===== config.mk =====
export PLATFORM = sky130hd
export DESIGN_NAME = placar_param
export DESIGN_NICKNAME = d
export VERILOG_FILES = /design/src/rtl/placar_pkg.sv /design/src/rtl/bcd_param.sv /design/src/rtl/cb7s.sv /design/src/rtl/placar_param.sv
export SDC_FILE = /design/constraint.sdc
export NUM_CORES = 1
export LEC_CHECK = 0
export CORE_MARGIN = 5
export CORE_UTILIZATION = 55
export CTS_BUF_LIST = sky130_fd_sc_hd__clkbuf_4 sky130_fd_sc_hd__clkbuf_8
export DETAILED_ROUTE_END_ITERATION = 6
export PLACE_DENSITY = 0.78
export RECOVER_POWER = 50
export SLEW_MARGIN = 20
export SYNTH_ARGS = -nofsm -noshare
export SYNTH_HDL_FRONTEND = slang
export SYNTH_SLANG_ARGS = --single-unit

===== constraint.sdc =====
create_clock -name clock -period 16.6 [get_ports clock]
set_input_delay 2.49 -clock clock [delete_from_list [all_inputs] [get_ports clock]]
set_output_delay 2.49 -clock clock [all_outputs]
set_load 0.05 [all_outputs]

===== src/rtl/placar_pkg.sv =====
// placar_pkg: shared definitions for the placar_param scoreboard.
//   state_t     game FSM state encodings (IDLE=0 .. WIN=4)
//   SEG_BLANK   active-low pattern for a dark digit
//   SEG_TABLE   hex digit -> active-low 7-segment pattern, bit order gfedcba
//   bcd_bits()  number of BCD bits needed to hold any value of a given width
package placar_pkg;

    typedef enum logic [2:0] {
        ST_IDLE = 3'd0,
        ST_PLAY = 3'd1,
        ST_LOSE = 3'd2,
        ST_OVER = 3'd3,
        ST_WIN  = 3'd4
    } state_t;

    localparam logic [6:0] SEG_BLANK = 7'b1111111;

    localparam logic [6:0] SEG_TABLE [16] = '{
        7'h40, 7'h79, 7'h24, 7'h30, 7'h19, 7'h12, 7'h02, 7'h78,
        7'h00, 7'h10, 7'h08, 7'h03, 7'h46, 7'h21, 7'h06, 7'h0E
    };

    function automatic int unsigned bcd_bits(input int unsigned width);
        longint unsigned v;
        int unsigned     d;
        v = (64'd1 << width) - 64'd1;
        d = 1;
        for (int unsigned i = 0; i < 20; i++) begin
            if (v >= 64'd10) begin
                v = v / 64'd10;
                d = d + 1;
            end
        end
        return 4 * d;
    endfunction

endpackage


===== src/rtl/bcd_param.sv =====
// bcd_param: combinational binary-to-BCD converter (double dabble).
//   bin  in   BIN_W-bit unsigned value
//   bcd  out  DIGITS packed BCD digits, digit 0 in bits [3:0]
module bcd_param
    import placar_pkg::*;
#(
    parameter int unsigned BIN_W  = 14,
    parameter int unsigned DIGITS = 4
) (
    input  logic [BIN_W-1:0]    bin,
    output logic [4*DIGITS-1:0] bcd
);

    // Lower digits never depend on higher ones, so the accumulator only needs
    // the digits that are both displayed and reachable by BIN_W bits.
    localparam int unsigned NEED  = bcd_bits(BIN_W);
    localparam int unsigned ACC_W = (NEED < 4 * DIGITS) ? NEED : 4 * DIGITS;
    localparam int unsigned ACC_D = ACC_W / 4;

    logic [ACC_W-1:0] acc;

    always_comb begin
        acc = '0;
        for (int unsigned i = 0; i < BIN_W; i++) begin
            for (int unsigned d = 0; d < ACC_D; d++) begin
                if (acc[4*d +: 4] >= 4'd5) begin
                    acc[4*d +: 4] = acc[4*d +: 4] + 4'd3;
                end
            end
            acc = {acc[ACC_W-2:0], bin[BIN_W-1-i]};
        end
    end

    assign bcd = (4*DIGITS)'(acc);

endmodule


===== src/rtl/cb7s.sv =====
// cb7s: hex digit to active-low 7-segment decoder.
//   hex  in   4-bit digit value
//   seg  out  active-low segments gfedcba
module cb7s
    import placar_pkg::*;
(
    input  logic [3:0] hex,
    output logic [6:0] seg
);

    assign seg = SEG_TABLE[hex];

endmodule


===== src/rtl/placar_param.sv =====
// placar_param: parametrised game scoreboard (score, lives, game FSM, displays).
//   clock, reset (async, active-low)
//   start, hit_block, hit_lava, endgame_block, all_blocks_cleared: level inputs,
//     each acted on once per rising edge
//   vidas_restantes / pontuacao_atual: lives and score registers
//   estado_jogo: FSM state, game_over / win: OVER / WIN flags
//   score_seg / lives_seg: active-low digits, digit 0 in bits [6:0],
//     leading zeros blanked
// Optional feature: define PLACAR_HISCORE_EN to add a high-score register,
// the hiscore output, and hiscore display while in OVER or WIN.
module placar_param
    import placar_pkg::*;
#(
    parameter int unsigned SCORE_W       = 14,
    parameter int unsigned SCORE_DIGITS  = 4,
    parameter int unsigned LIVES_W       = 4,
    parameter int unsigned LIVES_DIGITS  = 2,
    parameter int unsigned INIT_LIVES    = 3,
    parameter int unsigned MAX_LIVES     = 9,
    parameter int unsigned PTS_PER_BLOCK = 1,
    parameter int unsigned BONUS_EVERY   = 0
) (
    input  logic                      clock,
    input  logic                      reset,
    input  logic                      start,
    input  logic                      hit_block,
    input  logic                      hit_lava,
    input  logic                      endgame_block,
    input  logic                      all_blocks_cleared,
    output logic [LIVES_W-1:0]        vidas_restantes,
    output logic [SCORE_W-1:0]        pontuacao_atual,
    output logic [2:0]                estado_jogo,
    output logic                      game_over,
    output logic                      win,
    output logic [7*SCORE_DIGITS-1:0] score_seg,
    output logic [7*LIVES_DIGITS-1:0] lives_seg
`ifdef PLACAR_HISCORE_EN
    ,
    output logic [SCORE_W-1:0]        hiscore
`endif
);

    localparam int unsigned      SMAX   = 10**SCORE_DIGITS - 1;
    localparam logic [SCORE_W:0] SMAX_X = (SCORE_W+1)'(SMAX);
    localparam logic [SCORE_W:0] PTS_X  = (SCORE_W+1)'(PTS_PER_BLOCK);
    localparam logic [SCORE_W:0] BDIV_X = (SCORE_W+1)'((BONUS_EVERY == 0) ? 1 : BONUS_EVERY);
    localparam logic [LIVES_W-1:0] INIT_L = LIVES_W'(INIT_LIVES);
    localparam logic [LIVES_W-1:0] MAX_L  = LIVES_W'(MAX_LIVES);
    localparam logic [LIVES_W-1:0] ONE_L  = LIVES_W'(1);

    state_t               state_q, state_d;
    logic [SCORE_W-1:0]   score_q, score_d, score_hit;
    logic [LIVES_W-1:0]   lives_q, lives_d, lives_bonus;
    logic [4:0]           ev_q, ev_in, ev_pulse;
    logic [SCORE_W:0]     sum_x;
    logic                 bonus;

    // Event bits: 0 start, 1 hit_block, 2 hit_lava, 3 endgame_block, 4 all_blocks_cleared
    assign ev_in    = {all_blocks_cleared, endgame_block, hit_lava, hit_block, start};
    assign ev_pulse = ev_in & ~ev_q;

    assign sum_x     = {1'b0, score_q} + PTS_X;
    assign score_hit = (sum_x > SMAX_X) ? SMAX_X[SCORE_W-1:0] : sum_x[SCORE_W-1:0];
    assign bonus     = (BONUS_EVERY != 0) &&
                       (({1'b0, score_q} / BDIV_X) != ({1'b0, score_hit} / BDIV_X));
    assign lives_bonus = (bonus && (lives_q < MAX_L)) ? lives_q + ONE_L : lives_q;

    always_comb begin
        state_d = state_q;
        score_d = score_q;
        lives_d = lives_q;
        case (state_q)
            ST_IDLE: begin
                if (ev_pulse[0]) state_d = ST_PLAY;
            end
            ST_PLAY: begin
                if (ev_pulse[1]) begin
                    score_d = score_hit;
                    lives_d = lives_bonus;
                end
                if (ev_pulse[3])      state_d = ST_OVER;
                else if (ev_pulse[4]) state_d = ST_WIN;
                else if (ev_pulse[2]) state_d = ST_LOSE;
            end
            ST_LOSE: begin
                if (lives_q != '0) lives_d = lives_q - ONE_L;
                state_d = (lives_q <= ONE_L) ? ST_OVER : ST_IDLE;
            end
            ST_OVER, ST_WIN: begin
                if (ev_pulse[0]) begin
                    score_d = '0;
                    lives_d = INIT_L;
                    state_d = ST_IDLE;
                end
            end
            default: state_d = ST_IDLE;
        endcase
    end

    always_ff @(posedge clock or negedge reset) begin
        if (!reset) begin
            state_q <= ST_IDLE;
            score_q <= '0;
            lives_q <= INIT_L;
            ev_q    <= '0;
        end else begin
            state_q <= state_d;
            score_q <= score_d;
            lives_q <= lives_d;
            ev_q    <= ev_in;
        end
    end

    lives_no_underflow: assert property (@(posedge clock) disable iff (!reset)
        (state_q == ST_LOSE) |-> (lives_q != '0));

    assign vidas_restantes = lives_q;
    assign pontuacao_atual = score_q;
    assign estado_jogo     = state_q;
    assign game_over       = (state_q == ST_OVER);
    assign win             = (state_q == ST_WIN);

    logic [4*SCORE_DIGITS-1:0] score_bcd, disp_bcd;
    logic [4*LIVES_DIGITS-1:0] lives_bcd;
    logic [7*SCORE_DIGITS-1:0] score_raw;
    logic [7*LIVES_DIGITS-1:0] lives_raw;

    bcd_param #(.BIN_W(SCORE_W), .DIGITS(SCORE_DIGITS)) u_bcd_score (
        .bin (score_q),
        .bcd (score_bcd)
    );

    bcd_param #(.BIN_W(LIVES_W), .DIGITS(LIVES_DIGITS)) u_bcd_lives (
        .bin (lives_q),
        .bcd (lives_bcd)
    );

`ifdef PLACAR_HISCORE_EN
    logic [SCORE_W-1:0]        hiscore_q;
    logic [4*SCORE_DIGITS-1:0] hiscore_bcd;
    logic                      end_d, end_q;

    assign end_d = (state_d == ST_OVER) || (state_d == ST_WIN);
    assign end_q = (state_q == ST_OVER) || (state_q == ST_WIN);

    // score_d is the score the game ends with, including a same-cycle hit
    always_ff @(posedge clock or negedge reset) begin
        if (!reset) begin
            hiscore_q <= '0;
        end else if (end_d && !end_q && (score_d > hiscore_q)) begin
            hiscore_q <= score_d;
        end
    end

    bcd_param #(.BIN_W(SCORE_W), .DIGITS(SCORE_DIGITS)) u_bcd_hiscore (
        .bin (hiscore_q),
        .bcd (hiscore_bcd)
    );

    assign hiscore  = hiscore_q;
    assign disp_bcd = end_q ? hiscore_bcd : score_bcd;
`else
    assign disp_bcd = score_bcd;
`endif

    for (genvar g = 0; g < SCORE_DIGITS; g++) begin : g_score_dec
        cb7s u_dec (.hex(disp_bcd[4*g +: 4]), .seg(score_raw[7*g +: 7]));
    end

    for (genvar g = 0; g < LIVES_DIGITS; g++) begin : g_lives_dec
        cb7s u_dec (.hex(lives_bcd[4*g +: 4]), .seg(lives_raw[7*g +: 7]));
    end

    // Walk from the most significant digit down; a digit lights once any
    // digit at or above it is non-zero. Digit 0 is always lit.
    always_comb begin
        logic seen;
        seen      = 1'b0;
        score_seg = '1;
        for (int unsigned k = 0; k < SCORE_DIGITS; k++) begin
            if (disp_bcd[4*(SCORE_DIGITS-1-k) +: 4] != 4'd0) seen = 1'b1;
            if (seen || (k == SCORE_DIGITS - 1))
                score_seg[7*(SCORE_DIGITS-1-k) +: 7] = score_raw[7*(SCORE_DIGITS-1-k) +: 7];
            else
                score_seg[7*(SCORE_DIGITS-1-k) +: 7] = SEG_BLANK;
        end
    end

    always_comb begin
        logic seen;
        seen      = 1'b0;
        lives_seg = '1;
        for (int unsigned k = 0; k < LIVES_DIGITS; k++) begin
            if (lives_bcd[4*(LIVES_DIGITS-1-k) +: 4] != 4'd0) seen = 1'b1;
            if (seen || (k == LIVES_DIGITS - 1))
                lives_seg[7*(LIVES_DIGITS-1-k) +: 7] = lives_raw[7*(LIVES_DIGITS-1-k) +: 7];
            else
                lives_seg[7*(LIVES_DIGITS-1-k) +: 7] = SEG_BLANK;
        end
    end

endmodule


==> impl_metrics.ini, run 1 <==
[floorplanning]
initial_core_util_pct = 56.38
pin_count = 72
die_area_sq_um = 14750
rows = 40
die_height_um = 121.4
core_region_area_sq_um = 12110
die_x_um = 121.4

[yosys]
yosysSeqAreaShare_pct = 9.564
yosysUniqueCellTypes = 114
synthAdderAreaFrac_pct = 9.307
synth_xor_area_share_pct = 3.316
synthMuxAreaShare_pct = 5.460
ys_ff_latch = 26
syn_area_per_cell_sq_um = 7.040
netlist_instances = 970
synth-warning-count = 0
async_flop_share_pct = 100.0
synthSimpleGateAreaFrac_pct = 25.71
netlist_area_sq_um = 6829
synth_compound_area_share_pct = 39.39
synth_edf_count = 0
yosys_most_used_dff = dfrtp_1
synth_top_family_by_area = compound AO/OA/AOI/OAI gates

[setup_path]
r2r_start = pontuacao_atual[0]
start_kind = register
worst_path_dominant_cell_family = simple AND/OR/NAND/NOR gates
arrival_ns = 12.59
cp-end-kind = primary output
worstPathRequired_ns = 14.11
path_class = reg2out
cpMaxStageDelayCell = clkdlybuf4s50_1
reg2regPathDepth = 19
critPathBufInv = 10
rrSetupSlack_ns = 12.29
cpPeakStageDelay_ns = 0.83
cp_max_fo = 13
timing.rr.end = pontuacao_atual[4]

[placed_design]
numPortBuffers = 66
place_congestion = 0.9217
dp_hpwl_um = 12230

[sta]
period_needed_ns = 15.08
worst_slew_pin_slew_ns = 1.369
final_max_slew_viol_count = 0
fin_crit_sh_pct = 90.83
max_clock_freq_ghz = 0.06633
setup_violations = 0
clock_skew_ns = 0.001972
setup_tns_ns = 0
rsz0062_at_grt = no
relSlewSlack_pct = 8.758
hold_viol = 0
whs_ns = 0.5835

[hold_path]
hold_start = ev_q[4]
holdPathStages = 3
hold_class = reg2reg
min_to = estado_jogo[2]

[clocking]
clock_latency_ns = 0.27
cts_max_level = 1
cts_buffers = 3
clk_pin_slew_worst_paths_ns = 0.09
postCtsSetupBuffers = 0
clockRootBuffer = clkbuf_8
hold_buffers = 0
cts_tree = built
cts_buffer_depth = 2
cts.sink_count = 26
post_cts_resized = 0

[drt]
ant_nets = 0
drt_iter0_markers = 450
vias = 7217
first_pass_iters = 5
vias_per_cell = 6.248
drcViolationCount = 0
wire_per_inst_um = 14.12
drt-total-wl_um = 16310

[finish]
final_common_cell = nand2_1
nNetsFinal = 1045
n_antenna_cell = 0
drive_above_1_share_pct = 8.308
final_cell_mix = 99 x nand2_1, 83 x nor2_1, 80 x o21ai_0, 71 x a21oi_1, 50 x ha_1
area_growth_pct = 9.912

[pwr]
p_leak_nw = 3.041
p_per_area_nw_per_um2 = 98.20
ir_drop_mv = 0.2577
power.total_mw = 0.7371

[global_route]
overflow = 0
grt_pass1_wl_um = 27410
grt_max_degree = 31
antenna_found_initial = 0
grt_pass1_vias = 6053
track_usage_pct = 20.77

[flow_run]
cap_violations = 0

[outcome]
status = finished clean
[kinds of logic after synthesis]
group	count (synthesis)
and+or+nand+nor	355
AOI/OAI and AO/OA	370
muxes	34
other	1
DFF	26
buffers and inverters	114
adders and majority gates	51
xor gates and xnor gates	19
[tightest hold or removal path: cells and delay by family, from the launching register on]
family | cells | cell delay [ns]
AO/OA/AOI/OAI | 1 | 0.12
flip-flops | 1 | 0.33
AND/OR/NAND/NOR | 2 | 0.10
[power by group]
group          switching [mW]  internal [mW]
sequential             0.0350         0.0751
combinational           0.392          0.194
clock                  0.0198         0.0212
total                   0.446          0.291
[routing by layer]
layer  track usage [%]  share of wire [%]  vias up
li1                  -                  -     3687
met1             29.82                 48     3303
met2             34.40                 46      217
met3             1.865                4.8       10
met4             3.221               0.48        0
met5                 0                  0        -
[how the worst max path moves through the flow]
stage	startpoint	endpoint	slack, ns	depth (start not counted)
5_1_grt	pontuacao_atual[12]	score_seg[9]	0.54	52
6_report	pontuacao_atual[12]	score_seg[9]	1.52	51
2_1_floorplan	pontuacao_atual[12]	score_seg[11]	2.87	53
3_5_place_dp	pontuacao_atual[12]	score_seg[9]	1.92	51
4_1_cts	pontuacao_atual[12]	score_seg[9]	1.56	51
3_3_place_gp	pontuacao_atual[12]	score_seg[9]	2.38	48
[flip-flops by register name (all words and copies together) (netlist names)]
name             cells
estado_jogo          3
ev_q                 5
pontuacao_atual     14
vidas_restantes      4
[through the flow]
stage | std cells | worst slack [ns] | cell area (sq um) | utilization [%]
2_1_floorplan | 974 | 2.869 | 6844 | -
3_3_place_gp | 1151 | 2.383 | 7455 | 61.55
3_5_place_dp | 1151 | 1.920 | 7455 | 61.55
4_1_cts | 1155 | 1.559 | 7510 | 62.00
5_1_grt | 1155 | 0.5444 | 7506 | 61.97
6_report | 1155 | 1.523 | 7506 | 61.97
[area by class of cell]
class | count | area, sq um
Inverter | 54 | 202.7
Multi-Input combinational cell | 834 | 5705
Fill cell | 1148 | 4606
Tap cell | 168 | 210.2
Clock buffer | 4 | 55.05
Sequential cell | 26 | 653.1
Timing Repair Buffer | 69 | 679.4
[synth_stat cells, types with 4 or more instances]
library cell | count | area (sq um)
and3_1 | 11 | 68.82
clkbuf_1 | 40 | 150.1
xnor2_1 | 11 | 96.34
nand2_2 | 4 | 25.02
o211a_1 | 4 | 40.04
dfrtp_1 | 24 | 600.6
nor2b_1 | 15 | 93.84
ha_1 | 50 | 625.6
inv_1 | 46 | 172.7
nor3b_1 | 4 | 30.03
buf_2 | 6 | 30.03
a21o_1 | 9 | 67.56
nand4_1 | 6 | 37.54
a21oi_1 | 71 | 355.3
a211oi_1 | 13 | 97.59
nand2_1 | 99 | 371.6
nor3_1 | 34 | 170.2
a22oi_1 | 8 | 60.06
o21ai_1 | 12 | 60.06
o311ai_0 | 4 | 35.03
and2_1 | 15 | 93.84
o2bb2ai_1 | 4 | 35.03
a32o_1 | 4 | 40.04
a211oi_2 | 6 | 75.07
nor2_1 | 83 | 311.6
inv_2 | 5 | 18.77
o22ai_1 | 13 | 81.33
buf_6 | 4 | 45.04
a22o_1 | 7 | 61.31
nor4_1 | 6 | 37.54
o211ai_1 | 22 | 165.2
or3_1 | 7 | 43.79
a32oi_1 | 8 | 70.07
o31a_1 | 4 | 35.03
a31oi_1 | 13 | 81.33
mux2i_1 | 20 | 200.2
a311o_1 | 5 | 50.05
nand2b_1 | 15 | 93.84
nand3_1 | 33 | 165.2
o21ai_0 | 80 | 400.4
buf_4 | 7 | 52.55
o31ai_1 | 13 | 97.59
mux2_2 | 12 | 135.1
No activity file was read; power rests on OpenSTA's default activity.
==> inputs of run 2 (changes only) <==
--- a/config.mk
+++ b/config.mk
@@ -9,8 +9,10 @@
 export CORE_UTILIZATION = 55
 export CTS_BUF_LIST = sky130_fd_sc_hd__clkbuf_4 sky130_fd_sc_hd__clkbuf_8
 export DETAILED_ROUTE_END_ITERATION = 6
+export MAX_ROUTING_LAYER = met4
 export PLACE_DENSITY = 0.78
 export RECOVER_POWER = 50
+export SKIP_LAST_GASP = 1
 export SLEW_MARGIN = 20
 export SYNTH_ARGS = -nofsm -noshare
 export SYNTH_HDL_FRONTEND = slang
==> impl_metrics.ini, run 2 (synthesized netlist as in run 1, its figures left out) <==
[outcome]
status = finished clean

[floorplanning]
die_area_sq_um = 14750
die_x_um = 121.4
rows = 40
initial_core_util_pct = 56.38
die_height_um = 121.4
pin_count = 72
core_region_area_sq_um = 12110

[finish]
final_common_cell = nand2_1
nNetsFinal = 1045
area_growth_pct = 10.24
final_cells = 1155
drive_above_1_share_pct = 8.409
finish.utilization_pct = 62.16
largest_reg_flops = 14
fin_area_sq_um = 7528
final_cell_mix = 99 x nand2_1, 83 x nor2_1, 80 x o21ai_0, 71 x a21oi_1, 50 x ha_1
n_antenna_cell = 0

[sta]
period_needed_ns = 15.07
relSlewSlack_pct = 8.361
setup_tns_ns = 0
hold_viol = 0
setup_violations = 0
fin_crit_sh_pct = 90.77
clock_skew_ns = 0.005228
rsz0062_at_grt = no
postLayoutSetupSlackWorst_ns = 1.532
final_max_slew_viol_count = 0
max_clock_freq_ghz = 0.06637
worst_slew_pin_slew_ns = 1.375

[drt]
drt_iter0_markers = 499
drcViolationCount = 0
vias = 7251
ant_nets = 0
drt-total-wl_um = 16660
vias_per_cell = 6.278
wire_per_inst_um = 14.42
first_pass_iters = 5

[global_route]
use_met1_pct = 30.22
grt_pass1_vias = 6405
overflow = 0
grt-busiest-layer = met2
track_usage_pct = 22.23
grt_pass1_wl_um = 28570
met3_usage_pct = 1.445
antenna_found_initial = 0
grtUsageMet2_pct = 37.31
grt_max_degree = 31

[flow_run]
cap_violations = 0

[clocking]
cts_tree = built
clk_pin_slew_worst_paths_ns = 0.09
clock_latency_ns = 0.27
cts_buffer_depth = 2
clockRootBuffer = clkbuf_8
hold_buffers = 0
cts_max_level = 1
cts.sink_count = 26
post_cts_resized = 0
cts_buffers = 3
postCtsSetupBuffers = 0

[setup_path]
crit_top_cell = ha_1
cpMaxStageDelayCell = clkdlybuf4s50_1
cp-end-kind = primary output
start_kind = register
arrival_ns = 12.58
path_class = reg2out
cp_max_fo = 13
cpPeakStageDelay_ns = 0.84
worstPathRequired_ns = 14.11

[placed_design]
place_congestion = 0.9317
pre_cts_ws_ns = 1.986
dp_hpwl_um = 12450
dp.cells = 1151
placed_area_sq_um = 7455
numPortBuffers = 66

[pwr]
ir_drop_mv = 0.2598
p_leak_nw = 3.042
p_per_area_nw_per_um2 = 99.47

[hold_path]
hold_class = reg2reg
[run 2: routing by layer]
layer	share of wire, %	vias up
met5	0	-
met4	0.59	0
met3	4.1	16
met2	47	190
met1	48	3357
li1	-	3688
[run 2: cell type report]
| cell class | instances | area [sq um] |
|---|---|---|
| fill | 1148 | 4583 |
| clock buffer | 3 | 41.29 |
| inverter | 54 | 202.7 |
| sequential | 26 | 653.1 |
| clock inverter | 1 | 30.03 |
| timing repair buffer | 69 | 679.4 |
| multi-input combinational | 834 | 5712 |
| tap | 168 | 210.2 |
[run 2: report_power, final]
group	switching [mW]	total, mW	internal (mW)
registers	0.0352	0.110	0.0751
clock network	0.0203	0.0526	0.0323
logic	0.392	0.586	0.194
total	0.447	0.749	0.301
[run 2: final timing paths]
kind | startpoint | endpoint | slack, ns | depth (start not counted)
max in group asynchronous | reset | pontuacao_atual[12] | 12.75 | 2
min in group asynchronous | reset | pontuacao_atual[1] | 3.04 | 2
min reg2reg | ev_q[4] | estado_jogo[2] | 0.59 | 3
max | pontuacao_atual[12] | score_seg[9] | 1.53 | 48
max reg2reg | pontuacao_atual[0] | pontuacao_atual[4] | 12.34 | 19
min | ev_q[4] | estado_jogo[2] | 0.59 | 3
[run 2: stage by stage]
step	total power, mW	hold WS [ns]
after detailed placement	0.6977	0.5960
after global routing	0.7996	0.6351
final	0.7488	0.5919
after global placement	0.6954	0.5557
after floorplan	0.5437	0.5444
after CTS	0.7540	0.6008
[run 2: worst max-delay path: cells and delay by family, from the launching register on]
family                     cells  cell delay (ns)
AOI/OAI and AO/OA             11             2.14
adders and majority gates      8             2.17
and+or+nand+nor               15             4.34
xor gates and xnor gates       4             1.04
DFF                            1             0.58
buffers and inverters          9             1.72
muxes                          1             0.32
==> inputs of run 3 (changes only) <==
--- a/config.mk
+++ b/config.mk
@@ -5,6 +5,7 @@
 export SDC_FILE = /design/constraint.sdc
 export NUM_CORES = 1
 export LEC_CHECK = 0
+export CORE_ASPECT_RATIO = 1.5
 export CORE_MARGIN = 5
 export CORE_UTILIZATION = 55
 export CTS_BUF_LIST = sky130_fd_sc_hd__clkbuf_4 sky130_fd_sc_hd__clkbuf_8
==> impl_metrics.ini, run 3 (synthesized netlist as in run 1, its figures left out) <==
[sta]
rsz0062_at_grt = no
setup_violations = 0
final_max_slew_viol_count = 13
worst_slew_pin_slew_ns = 1.965
whs_ns = 0.5850
max_clock_freq_ghz = 0.06674
relSlewSlack_pct = -32.86
setup_tns_ns = 0
period_needed_ns = 14.98
hold_viol = 0
clock_skew_ns = 0.009056
fin_crit_sh_pct = 90.27

[clocking]
cts_tree = built
cts_buffers = 3
post_cts_resized = 0
clk_pin_slew_worst_paths_ns = 0.08
cts.sink_count = 26
hold_buffers = 0
clockRootBuffer = clkbuf_8
clock_latency_ns = 0.27
postCtsSetupBuffers = 0
cts_max_level = 1
cts_buffer_depth = 2

[pwr]
ir_drop_mv = 0.2811
p_per_area_nw_per_um2 = 98.07
p_clk_share_pct = 5.5
p_leak_nw = 3.039
intPower_mw = 0.2900
p_sw_share_pct = 60.49
p_seq_share_pct = 15.2
p_comb_share_pct = 79.3
p_sw_mw = 0.4440

[global_route]
track_usage_pct = 21.85
antenna_found_initial = 0
overflow = 0
grt_max_degree = 31
grt_pass1_vias = 6479
grt_pass1_wl_um = 28060

[placed_design]
numPortBuffers = 66
dp_hpwl_um = 12700
place_congestion = 0.9012
dp.cells = 1139
placed_area_sq_um = 7440

[setup_path]
cp_max_fo = 13
path_class = reg2out
cpMaxStageDelayCell = clkdlybuf4s50_1
crit_top_cell = ha_1
cp-end-kind = primary output
cpPeakStageDelay_ns = 0.82
start_kind = register
worstPathRequired_ns = 14.11
arrival_ns = 12.49

[drt]
met3_length_um = 469
drcViolationCount = 0
drt-total-wl_um = 16610
m1WireLength_um = 7192
ant_nets = 0
vias = 7280
wire_per_inst_um = 14.53
vias_per_cell = 6.369
first_pass_iters = 5
topRoutingLayerUsed = met4
wl_met2_um = 8574
drt_iter0_markers = 448

[finish]
largest_reg_flops = 14
nNetsFinal = 1045
n_antenna_cell = 0
drive_above_1_share_pct = 8.207
fin_area_sq_um = 7485
final_cell_mix = 99 x nand2_1, 83 x nor2_1, 80 x o21ai_0, 71 x a21oi_1, 50 x ha_1
final_cells = 1143
final_common_cell = nand2_1
area_growth_pct = 9.601

[floorplanning]
die_area_sq_um = 14790
initial_core_util_pct = 55.41
core_region_area_sq_um = 12320
rows = 50
die_x_um = 101.0
pin_count = 72
die_height_um = 146.5

[outcome]
status = finished, violations left
violations = capacitance limit, slew limit

[hold_path]
hold_class = reg2reg

[flow_run]
cap_violations = 1
run 3: cell types whose count changed in the layout (fill, tap and decap cells not counted), sizes merged:
cell and delta:
bufinv -1, clkbuf +1
run 3: worst max-delay path, delay by kind of cell, from the launching register on:
kind,cells,cell delay [ns]
adders and majority gates,8,2.16
muxes,1,0.33
and+or+nand+nor,14,4.18
AOI/OAI and AO/OA,12,2.32
DFF,1,0.57
buffers and inverters,9,1.67
xor gates and xnor gates,4,0.98
run 3: path summary, 6_finish.rpt:
check / startpoint / to / slack, ns / depth (start not counted)
max in group asynchronous: reset / estado_jogo[1] / 12.73 / 2
max reg2reg: pontuacao_atual[0] / pontuacao_atual[4] / 12.33 / 19
min: ev_q[4] / estado_jogo[2] / 0.58 / 3
max: pontuacao_atual[12] / score_seg[7] / 1.62 / 48
min in group asynchronous: reset / vidas_restantes[3] / 3.06 / 2
min reg2reg: ev_q[4] / estado_jogo[2] / 0.58 / 3
run 3: routing by layer:
layer	GRT usage, %	vias to the layer above
li1	-	3683
met1	25.98	3399
met2	39.38	163
met3	0.8604	35
met4	6.321	0
met5	-	-
run 3: power by group through the flow:
stage,combinational [mW],sequential (mW),clock [mW]
after floorplan,0.420,0.124,0
after global placement,0.583,0.112,0
final,0.582,0.111,0.0405
after global routing,0.629,0.116,0.0435
after detailed placement,0.586,0.112,0
after CTS,0.589,0.111,0.0410
run 3: layout make-up:
type	count	area, sq um
clock buffer	4	55.05
inverter	54	202.7
fill	1151	4840
timing repair buffer	69	679.4
sequential	26	653.1
tap	156	195.2
multi-input combinational	834	5699
run 3: through the flow:
step | util, % | setup WS, ns | power [mW]
final | 60.73 | 1.616 | 0.7340
after global routing | 60.73 | 0.5594 | 0.7882
after CTS | 60.81 | 1.700 | 0.7409
after detailed placement | 60.37 | 2.010 | 0.6983
after global placement | 60.37 | 2.342 | 0.6952
after floorplan | - | 2.869 | 0.5437
